[src/rtl/mux_arb_pkg.sv]
// Shared types and constants for the mux4 round-robin arbiter slice.
package mux_arb_pkg;

  typedef enum logic {
    IDLE = 1'b0,
    BUSY = 1'b1
  } state_t;

  localparam int unsigned W_DEF    = 4;
  localparam logic [1:0]  LAST_RST = 2'd3;
  localparam int unsigned CNT_W    = 8;

  // One-hot decode of a 2-bit requester index.
  function automatic logic [3:0] onehot4(input logic [1:0] idx);
    logic [3:0] oh;
    oh      = '0;
    oh[idx] = 1'b1;
    return oh;
  endfunction

endpackage

[src/rtl/mux4_rr_arbiter_if.sv]
// Requester/consumer bundle for mux4_rr_arbiter.
// master = requesters + downstream consumer, slave = arbiter.
interface mux4_rr_arbiter_if
  import mux_arb_pkg::*;
#(
  parameter int unsigned W = W_DEF
);

  logic [3:0]   req;
  logic [W-1:0] d0;
  logic [W-1:0] d1;
  logic [W-1:0] d2;
  logic [W-1:0] d3;
  logic [3:0]   ack;
  logic [1:0]   sel;
  logic [W-1:0] y;
  logic         out_valid;
  logic         out_ready;
  logic         to_err;

  modport master (
    output req, d0, d1, d2, d3, out_ready,
    input  ack, sel, y, out_valid, to_err
  );

  modport slave (
    input  req, d0, d1, d2, d3, out_ready,
    output ack, sel, y, out_valid, to_err
  );

endinterface

[src/rtl/rr_pick4.sv]
// Combinational 4-way rotating priority picker: searches last+1, last+2,
// last+3, last (mod 4) and reports the first set request.
module rr_pick4 (
  input  logic [3:0] req,
  input  logic [1:0] last,
  output logic       any,
  output logic [1:0] win
);

  logic       found;
  logic [1:0] idx;

  // Walk the rotated priority order; the 2-bit index wraps naturally.
  always_comb begin
    win   = last;
    found = 1'b0;
    idx   = '0;
    for (int unsigned k = 1; k <= 4; k++) begin
      idx = last + 2'(k);
      if (!found && req[idx]) begin
        win   = idx;
        found = 1'b1;
      end
    end
  end

  // Any pending request at all.
  always_comb begin
    any = |req;
  end

endmodule

[src/rtl/mux4_rr_arbiter.sv]
// Round-robin arbiter sharing one 4:1 data mux among four requesters,
// presenting the selected word on a valid/ready handshake.
// Optional feature: define ARB_TIMEOUT_EN to drop a word stalled for
// TIMEOUT cycles and pulse to_err; otherwise to_err is tied low.
module mux4_rr_arbiter
  import mux_arb_pkg::*;
#(
  parameter int unsigned W       = W_DEF,
  parameter int unsigned TIMEOUT = 15
) (
  input logic               clk,
  input logic               rst,
  mux4_rr_arbiter_if.slave  bus
);

  if (TIMEOUT == 0 || TIMEOUT > 255) begin : g_timeout_range_err
    $error("mux4_rr_arbiter: TIMEOUT must be in 1..255");
  end

  state_t       state_q, state_d;
  logic [1:0]   last_q, last_d;
  logic [1:0]   sel_q, sel_d;
  logic [W-1:0] y_q, y_d;
  logic         out_valid_q, out_valid_d;

  logic         pick_any;
  logic [1:0]   pick_win;
  logic [W-1:0] d_sel;

`ifdef ARB_TIMEOUT_EN
  logic [CNT_W-1:0] stall_q, stall_d;
  logic             to_err_q, to_err_d;
`endif

  rr_pick4 u_pick (
    .req  (bus.req),
    .last (last_q),
    .any  (pick_any),
    .win  (pick_win)
  );

  // Shared 4:1 data mux steered by the picker's candidate winner.
  always_comb begin
    d_sel = '0;
    case (pick_win)
      2'd0: d_sel = bus.d0;
      2'd1: d_sel = bus.d1;
      2'd2: d_sel = bus.d2;
      2'd3: d_sel = bus.d3;
      default: d_sel = '0;
    endcase
  end

  // Next-state: grant in IDLE, hold until accepted (or timed out) in BUSY.
  always_comb begin
    state_d     = state_q;
    last_d      = last_q;
    sel_d       = sel_q;
    y_d         = y_q;
    out_valid_d = out_valid_q;
`ifdef ARB_TIMEOUT_EN
    stall_d     = '0;
    to_err_d    = 1'b0;
`endif
    case (state_q)
      IDLE: begin
        if (pick_any) begin
          sel_d       = pick_win;
          y_d         = d_sel;
          out_valid_d = 1'b1;
          last_d      = pick_win;
          state_d     = BUSY;
        end
      end
      BUSY: begin
        // An accept on the final stalled cycle wins over the timeout.
        if (bus.out_ready) begin
          out_valid_d = 1'b0;
          state_d     = IDLE;
        end
`ifdef ARB_TIMEOUT_EN
        else if (stall_q == CNT_W'(TIMEOUT)) begin
          out_valid_d = 1'b0;
          state_d     = IDLE;
          to_err_d    = 1'b1;
        end else begin
          stall_d = stall_q + CNT_W'(1);
        end
`endif
      end
      default: state_d = IDLE;
    endcase
  end

  // State and output registers with synchronous active-high reset.
  always_ff @(posedge clk) begin
    if (rst) begin
      state_q     <= IDLE;
      last_q      <= LAST_RST;
      sel_q       <= '0;
      y_q         <= '0;
      out_valid_q <= 1'b0;
`ifdef ARB_TIMEOUT_EN
      stall_q     <= '0;
      to_err_q    <= 1'b0;
`endif
    end else begin
      state_q     <= state_d;
      last_q      <= last_d;
      sel_q       <= sel_d;
      y_q         <= y_d;
      out_valid_q <= out_valid_d;
`ifdef ARB_TIMEOUT_EN
      stall_q     <= stall_d;
      to_err_q    <= to_err_d;
`endif
    end
  end

  // Output drive; ack is zero-latency on the accepting cycle.
  always_comb begin
    bus.sel       = sel_q;
    bus.y         = y_q;
    bus.out_valid = out_valid_q;
    bus.ack       = (out_valid_q && bus.out_ready) ? onehot4(sel_q) : '0;
`ifdef ARB_TIMEOUT_EN
    bus.to_err    = to_err_q;
`else
    bus.to_err    = 1'b0;
`endif
  end

endmodule

[src/flat_wrapper.sv]
// flat-port wrapper written by rule: the top's interface ports become plain ports
module mux4_rr_arbiter_flat import mux_arb_pkg::*;
#(
  parameter int unsigned W       = W_DEF,
  parameter int unsigned TIMEOUT = 15
)
  (clk, rst, bus_req, bus_d0, bus_d1, bus_d2, bus_d3, bus_out_ready, bus_ack, bus_sel, bus_y, bus_out_valid, bus_to_err);
  mux4_rr_arbiter_if #(.W(W)) bus_i ();
  input logic clk;
  input logic rst;
  input wire logic [$bits(bus_i.req)-1:0] bus_req;
  input wire logic [$bits(bus_i.d0)-1:0] bus_d0;
  input wire logic [$bits(bus_i.d1)-1:0] bus_d1;
  input wire logic [$bits(bus_i.d2)-1:0] bus_d2;
  input wire logic [$bits(bus_i.d3)-1:0] bus_d3;
  input wire logic [$bits(bus_i.out_ready)-1:0] bus_out_ready;
  output wire logic [$bits(bus_i.ack)-1:0] bus_ack;
  output wire logic [$bits(bus_i.sel)-1:0] bus_sel;
  output wire logic [$bits(bus_i.y)-1:0] bus_y;
  output wire logic [$bits(bus_i.out_valid)-1:0] bus_out_valid;
  output wire logic [$bits(bus_i.to_err)-1:0] bus_to_err;
  assign bus_i.req = bus_req;
  assign bus_i.d0 = bus_d0;
  assign bus_i.d1 = bus_d1;
  assign bus_i.d2 = bus_d2;
  assign bus_i.d3 = bus_d3;
  assign bus_i.out_ready = bus_out_ready;
  assign bus_ack = bus_i.ack;
  assign bus_sel = bus_i.sel;
  assign bus_y = bus_i.y;
  assign bus_out_valid = bus_i.out_valid;
  assign bus_to_err = bus_i.to_err;
  mux4_rr_arbiter #(.W(W), .TIMEOUT(TIMEOUT)) u_core (.clk(clk), .rst(rst), .bus(bus_i));
endmodule
[config.mk]
export PLATFORM = sky130hd
export DESIGN_NAME = mux4_rr_arbiter_flat
export DESIGN_NICKNAME = d
export VERILOG_FILES = /design/src/rtl/mux_arb_pkg.sv /design/src/rtl/mux4_rr_arbiter_if.sv /design/src/rtl/rr_pick4.sv /design/src/rtl/mux4_rr_arbiter.sv /design/src/flat_wrapper.sv
export SDC_FILE = /design/constraint.sdc
export NUM_CORES = 1
export LEC_CHECK = 0
export ABC_AREA = 1
export BUFFER_PORTS_ARGS = -buffer_cell sky130_fd_sc_hd__buf_2
export CORE_UTILIZATION = 43
export DETAILED_ROUTE_END_ITERATION = 10
export PLACE_DENSITY = 0.74
export SLEW_MARGIN = 5
export SYNTH_ARGS = -nofsm -noshare
export SYNTH_HDL_FRONTEND = slang
export SYNTH_SLANG_ARGS = --single-unit
[constraint.sdc]
create_clock -name clk -period 1.6 [get_ports clk]
set_input_delay 0.08 -clock clk [delete_from_list [all_inputs] [get_ports clk]]
set_output_delay 0.08 -clock clk [all_outputs]
set_load 0.03 [all_outputs]
After elaboration in Yosys (flattened, before gate mapping)
Cells that the tools add are included.
{"block": "totals", "word_cells": 57, "rom_bits": 0, "ram_bits": 0, "latchBits": 0, "out_inout_bits": 12, "mem_count": 0, "inputBits": 23, "ff_bits": 10}
{"block": "op_classes", "bitwise_logic": 1, "n_addsub": 3, "muxes": 25, "n_reduce_logical": 12, "div": 0, "order_cmp": 6, "eq_ne": 5, "n_mul": 0, "shift": 0}
{"operator": "$pmux W4 S4", "n": 1}
{"operator": "$lt A2 B3 Y1 const B", "n": 5}
{"operator": "$mux W1", "n": 12}
{"operator": "$bmux W1 S2", "n": 4}
{"operator": "$mux W2", "n": 4}
{"operator": "$logic_and A1 B1 Y1", "n": 5}
{"operator": "$add A2 B2 Y2 const B", "n": 2}
{"operator": "$eq A2 B2 Y1 const B", "n": 2}
{"operator": "$mux W4", "n": 1}
{"operator": "$pmux W1 S2", "n": 2}
{"operator": "$reduce_and A2 Y1", "n": 2}
{"operator": "$reduce_or A4 Y1", "n": 1}
{"operator": "$logic_not A1 Y1", "n": 3}
{"operator": "$add A2 B1 Y2 const B", "n": 1}
{"operator": "$demux W1 S2", "n": 1}
{"operator": "$eq A2 B1 Y1 const B", "n": 1}
{"operator": "$ge A2 B1 Y1 const B", "n": 1}
{"operator": "$logic_not A2 Y1", "n": 1}
{"operator": "$ne A2 B1 Y1 const B", "n": 1}
{"operator": "$ne A2 B2 Y1 const B", "n": 1}
{"operator": "$not A1 Y1", "n": 1}

Longest topological paths before layout
{"block": "depth", "depth_word": 15, "depth_mapped": 14, "depth_no_buf": 14}

Modules after synthesis
Synthesis repeated with hierarchy kept, for this count alone.
{"block": "hier_totals", "cells_unflattened": 125, "hier_area_um2": 795.8}
{"mod": "mux4_rr_arbiter", "seq_area_each_um2": 200.2, "cells_each": 81, "area_each_um2": 541.8, "instances": 1}
{"mod": "rr_pick4", "seq_area_each_um2": 0.0, "cells_each": 44, "area_each_um2": 254.0, "instances": 1}

Worst setup path after synthesis
No wires, ideal clock.
{"block": "synth_path", "path_type": "reg-to-reg", "startpoint": "register u_core.last_q[0]", "endpoint": "register u_core.y_q[0] (netlist: u_core.bus.y[0])", "slack_ns": 0.052, "path_stages_with_launch": 15, "t_arrival_ns": 1.416, "path_buffers": 1, "period_less_slack_ns": 1.548, "path_cell_list": "dfxtp_1 -> buf_6 -> nand2_1 -> nand2_4 -> nand2_4 -> nand2_4 -> nand2_1 -> nand2_1 -> nand2_4 -> nand2_4 -> nand3_4 -> nor2_1 -> nor2_1 -> nand2_1 -> a21oi_2"}
{"block": "synth_via", "elab_chain_len": 15, "elab_cells_between_ends": 29, "cone_classes": "add/sub (3); eq/ne (3); mux (16); reduce/logical (7)"}
{"element": "from (decl)", "line": "mux4_rr_arbiter.sv:21", "rtl": "logic [1:0] last_q, last_d;"}
{"element": "from (signal assigned)", "line": "mux4_rr_arbiter.sv:109", "rtl": "last_q <= last_d;"}
{"element": "$add A2 B1 Y2", "line": "rr_pick4.sv:19", "rtl": "idx = last + 2'(k);"}
{"element": "$bmux W1 S2", "line": "rr_pick4.sv:20", "rtl": "if (!found && req[idx]) begin"}
{"element": "$mux W1 (not written as such)", "line": "rr_pick4.sv:20"}
{"element": "$mux W1", "line": "rr_pick4.sv:20"}
{"element": "$logic_not A1 Y1", "line": "rr_pick4.sv:20"}
{"element": "$logic_and A1 B1 Y1", "line": "rr_pick4.sv:20"}
{"element": "$mux W1", "line": "rr_pick4.sv:20"}
{"element": "$logic_not A1 Y1", "line": "rr_pick4.sv:20"}
{"element": "$logic_and A1 B1 Y1", "line": "rr_pick4.sv:20"}
{"element": "$mux W1", "line": "rr_pick4.sv:20"}
{"element": "$logic_not A1 Y1", "line": "rr_pick4.sv:20"}
{"element": "$logic_and A1 B1 Y1", "line": "rr_pick4.sv:20"}
{"element": "$mux W2 *", "line": "rr_pick4.sv:20"}
{"element": "$eq A2 B2 Y1, or another cell as far along", "line": "mux4_rr_arbiter.sv:45", "rtl": "case (pick_win)"}
{"element": "$pmux W4 S4 *", "line": "mux4_rr_arbiter.sv:45"}
{"element": "to (signal assigned)", "line": "mux4_rr_arbiter.sv:111", "rtl": "y_q <= y_d;"}
{"element": "to (decl)", "line": "mux4_rr_arbiter.sv:23", "rtl": "logic [W-1:0] y_q, y_d;"}
Every way passes the cells marked *; elsewhere a longest branch is shown, timed or not. The select of a mux whose other input is x is not followed.
A chain may end at the register's enable or synchronous reset.

Worst setup path after layout
{"block": "layout_path", "startpoint": "register u_core.last_q[0]", "endpoint": "register u_core.y_q[3] (netlist: u_core.bus.y[3])"}
Same word-level chain as after synthesis.

==> metrics.cfg <==
[global_route]
grt_util_met3_pct = 3.02
gr-usage-met1_pct = 28.9
grt_pass1_wl_mm = 3.34
antenna_found_initial = 0
grt_max_degree = 11
grt_pass1_vias = 810
gr-total-overflow = 0
track_usage_pct = 20.3
busiest_layer = met2
met2_usage_pct = 31.2

[clock_tree]
clock_tree.root_cell = clkbuf_4
clockBufferDepth = 2
cts.clk_slew.worst_paths_ns = 0.06
cts.sinks = 10
cts_hold_buf = 0
htree_levels = 1
clk-insertion-delay-late_ns = 0.25
cts_tree = done
numCtsBuffers = 3

[final_layout]
layout_commonest_cell = buf_2
final_cell_mix = buf_2 (33), nand2_1 (27), nand3_1 (19)
layout-drive-gt1-share_pct = 52.2
antenna_cells = 0
syn_to_final_growth_pct = 46.8
fin_util_pct = 67.1
post-route-cell-area_sq_um = 1300
nets = 207

[drt]
wl_per_cell_microns = 10.8
post-route-drc-count = 0
first_iter_violations = 10
routed_wl_mm = 2.25
vias_per_cell = 4.84
antenna_left = 0
routed-via-count = 1012
drtPass1Iterations = 4

[worst_setup_path]
endpoint = u_core.bus.y[3]
r2r_start = u_core.last_q[0]
worst-r2r-cell-count = 13
cp.arrival_ns = 1.93
r2r_slack_ns = -0.14
setup.worst_path.start_class = flip-flop
worstSetupEndpointType = flip-flop
cp_max_fo = 6
required_ns = 1.79
cp-startpoint = u_core.last_q[0]
r2r-end = u_core.bus.y[3]
worst-setup-path-type = reg2reg

[floorplanning]
pin_count = 35
initial_utilization_pct = 45.7
num_rows = 16
dieArea_sq_um = 2250
core_region_area_sq_um = 1940
die_y_microns = 47.5
die_x_microns = 47.5

[run_status]
outcome = complete, but fails checks
violations = negative setup slack

[sta]
setup_slack_ns = -0.140
max_freq_mhz = 575
setup_viol = 4
min_period_over_period_pct = 109
post-route-min-period_ns = 1.74
finalHoldViolCount = 0
rsz0062_at_grt = true
slew_viol_final = 0
clock_skew_ns = 0.00114

[synth]
synth_edf_count = 0
synth_cells = 136
synthFlopType = dfxtp_1
yosys_warnings = 0
syn-num-nets = 159
synthesis.area_sq_um = 888
synthArstFlopShare_pct = 0
ys_seq_area_share_pct = 22.5
syn_area_per_cell_sq_um = 6.53
yosysUniqueCellTypes = 26
synth-seq-cells = 10

[min_path]
min_path_type = in2reg

[placement]
dpl_cell_area_sq_um = 1120
hpwl_mm = 1.70
place_congestion = 0.784
io_buffers = 33

[power_and_ir_drop]
p_leak_nw = 0.659
power_mw = 2.55
worst_ir_drop_vdd_mv = 1.12
power_density_nw_per_um2 = 1960

[job]
maxCapViolCount = 0

how the worst min path moves through the flow:
| stage | startpoint | slack [ns] | cells after the start | endpoint |
|---|---|---|---|---|
| floorplan | bus_out_ready | 0.18 | 1 | u_core.bus.out_valid |
| global route | bus_out_ready | 0.02 | 2 | u_core.bus.out_valid |
| CTS | bus_out_ready | 0.03 | 2 | u_core.bus.out_valid |
| detailed placement | bus_out_ready | 0.30 | 2 | u_core.bus.out_valid |
| finish | bus_out_ready | 0.03 | 2 | u_core.bus.out_valid |
| global placement | bus_out_ready | 0.29 | 2 | u_core.bus.out_valid |
state kept, by name, indices dropped and copies added, names as in the netlist:
| signal | count |
|---|---|
| u_core.state_q | 1 |
| u_core.bus.out_valid | 1 |
| u_core.bus.y | 4 |
| u_core.bus.sel | 2 |
| u_core.last_q | 2 |
where the power goes:
group | switching, mW | leakage, nW | internal [mW] | total, mW
clock | 0.0766 | 0.0138 | 0.0864 | 0.163
combinational | 1.20 | 0.562 | 0.758 | 1.96
sequential | 0.0803 | 0.0833 | 0.349 | 0.429
total | 1.36 | 0.659 | 1.19 | 2.55
cell type report:
class                      count  area, sq um
timing repair buffer          46          270
clock buffer                   3         22.5
multi-input combinational    107          704
fill                         173          638
sequential                    10          208
inverter                      16         65.1
tap                           27         33.8
cells in the mapped netlist (2+ instances only):
library cell	instances	area, sq um
nand2_1	36	135
nand3_1	20	100
inv_1	11	41.3
nor2_1	11	41.3
dfxtp_1	10	200
nand2_2	9	56.3
nand2_4	5	56.3
a21oi_1	4	20.0
a21oi_2	4	35.0
nor3_1	4	20.0
inv_2	3	11.3
nand3_4	3	52.6
nand3_2	2	20.0
o211ai_1	2	15.0
worst max-delay path, cell delays in order, from the launching register on:
cell and delay [ns]:
dfxtp_4 0.37, buf_8 0.14, nand2_4 0.06, nand2_1 0.05
nand2_1 0.09, nand2_2 0.08, nor2_4 0.17, nand3_4 0.13
buf_4 0.17, nand3_1 0.07, nand3_1 0.07, nand3_1 0.09
nand2_1 0.08, a21oi_2 0.12
per-stage QoR:
| stage | worst slack [ns] | setup TNS, ns | hold WS, ns | cells |
|---|---|---|---|---|
| 6_report | -0.140 | -0.499 | 0.0306 | 209 |
| 5_1_grt | -0.247 | -0.944 | 0.0235 | 209 |
| 4_1_cts | -0.103 | -0.319 | 0.0293 | 204 |
| 3_5_place_dp | -0.173 | -0.654 | 0.300 | 201 |
| 3_3_place_gp | -0.129 | -0.442 | 0.294 | 201 |
| 2_1_floorplan | 0.0521 | 0 | 0.179 | 136 |
per-layer routing:
layer / vias to the layer above / share of wire (%)
met1: 455 / 47
li1: 532 / -
met2: 23 / 50
met3: 2 / 2.4
met5: - / 0
met4: 0 / 0.62
logic make-up after synthesis:
group,synth area share [%]
other cells,0.422
flops,22.5
buf+inv,9.58
compound gates,10.3
simple gates,57.2
timing repair:
item / CTS / global route
setup endpoints to repair: 7 / 8
endpoints found under the hold margin: 0 / 0
pin swaps: 11 / 18
gates resized for setup: 14 / 18
buffers inserted: 0 / 5
(Power assumes the default switching activity.)
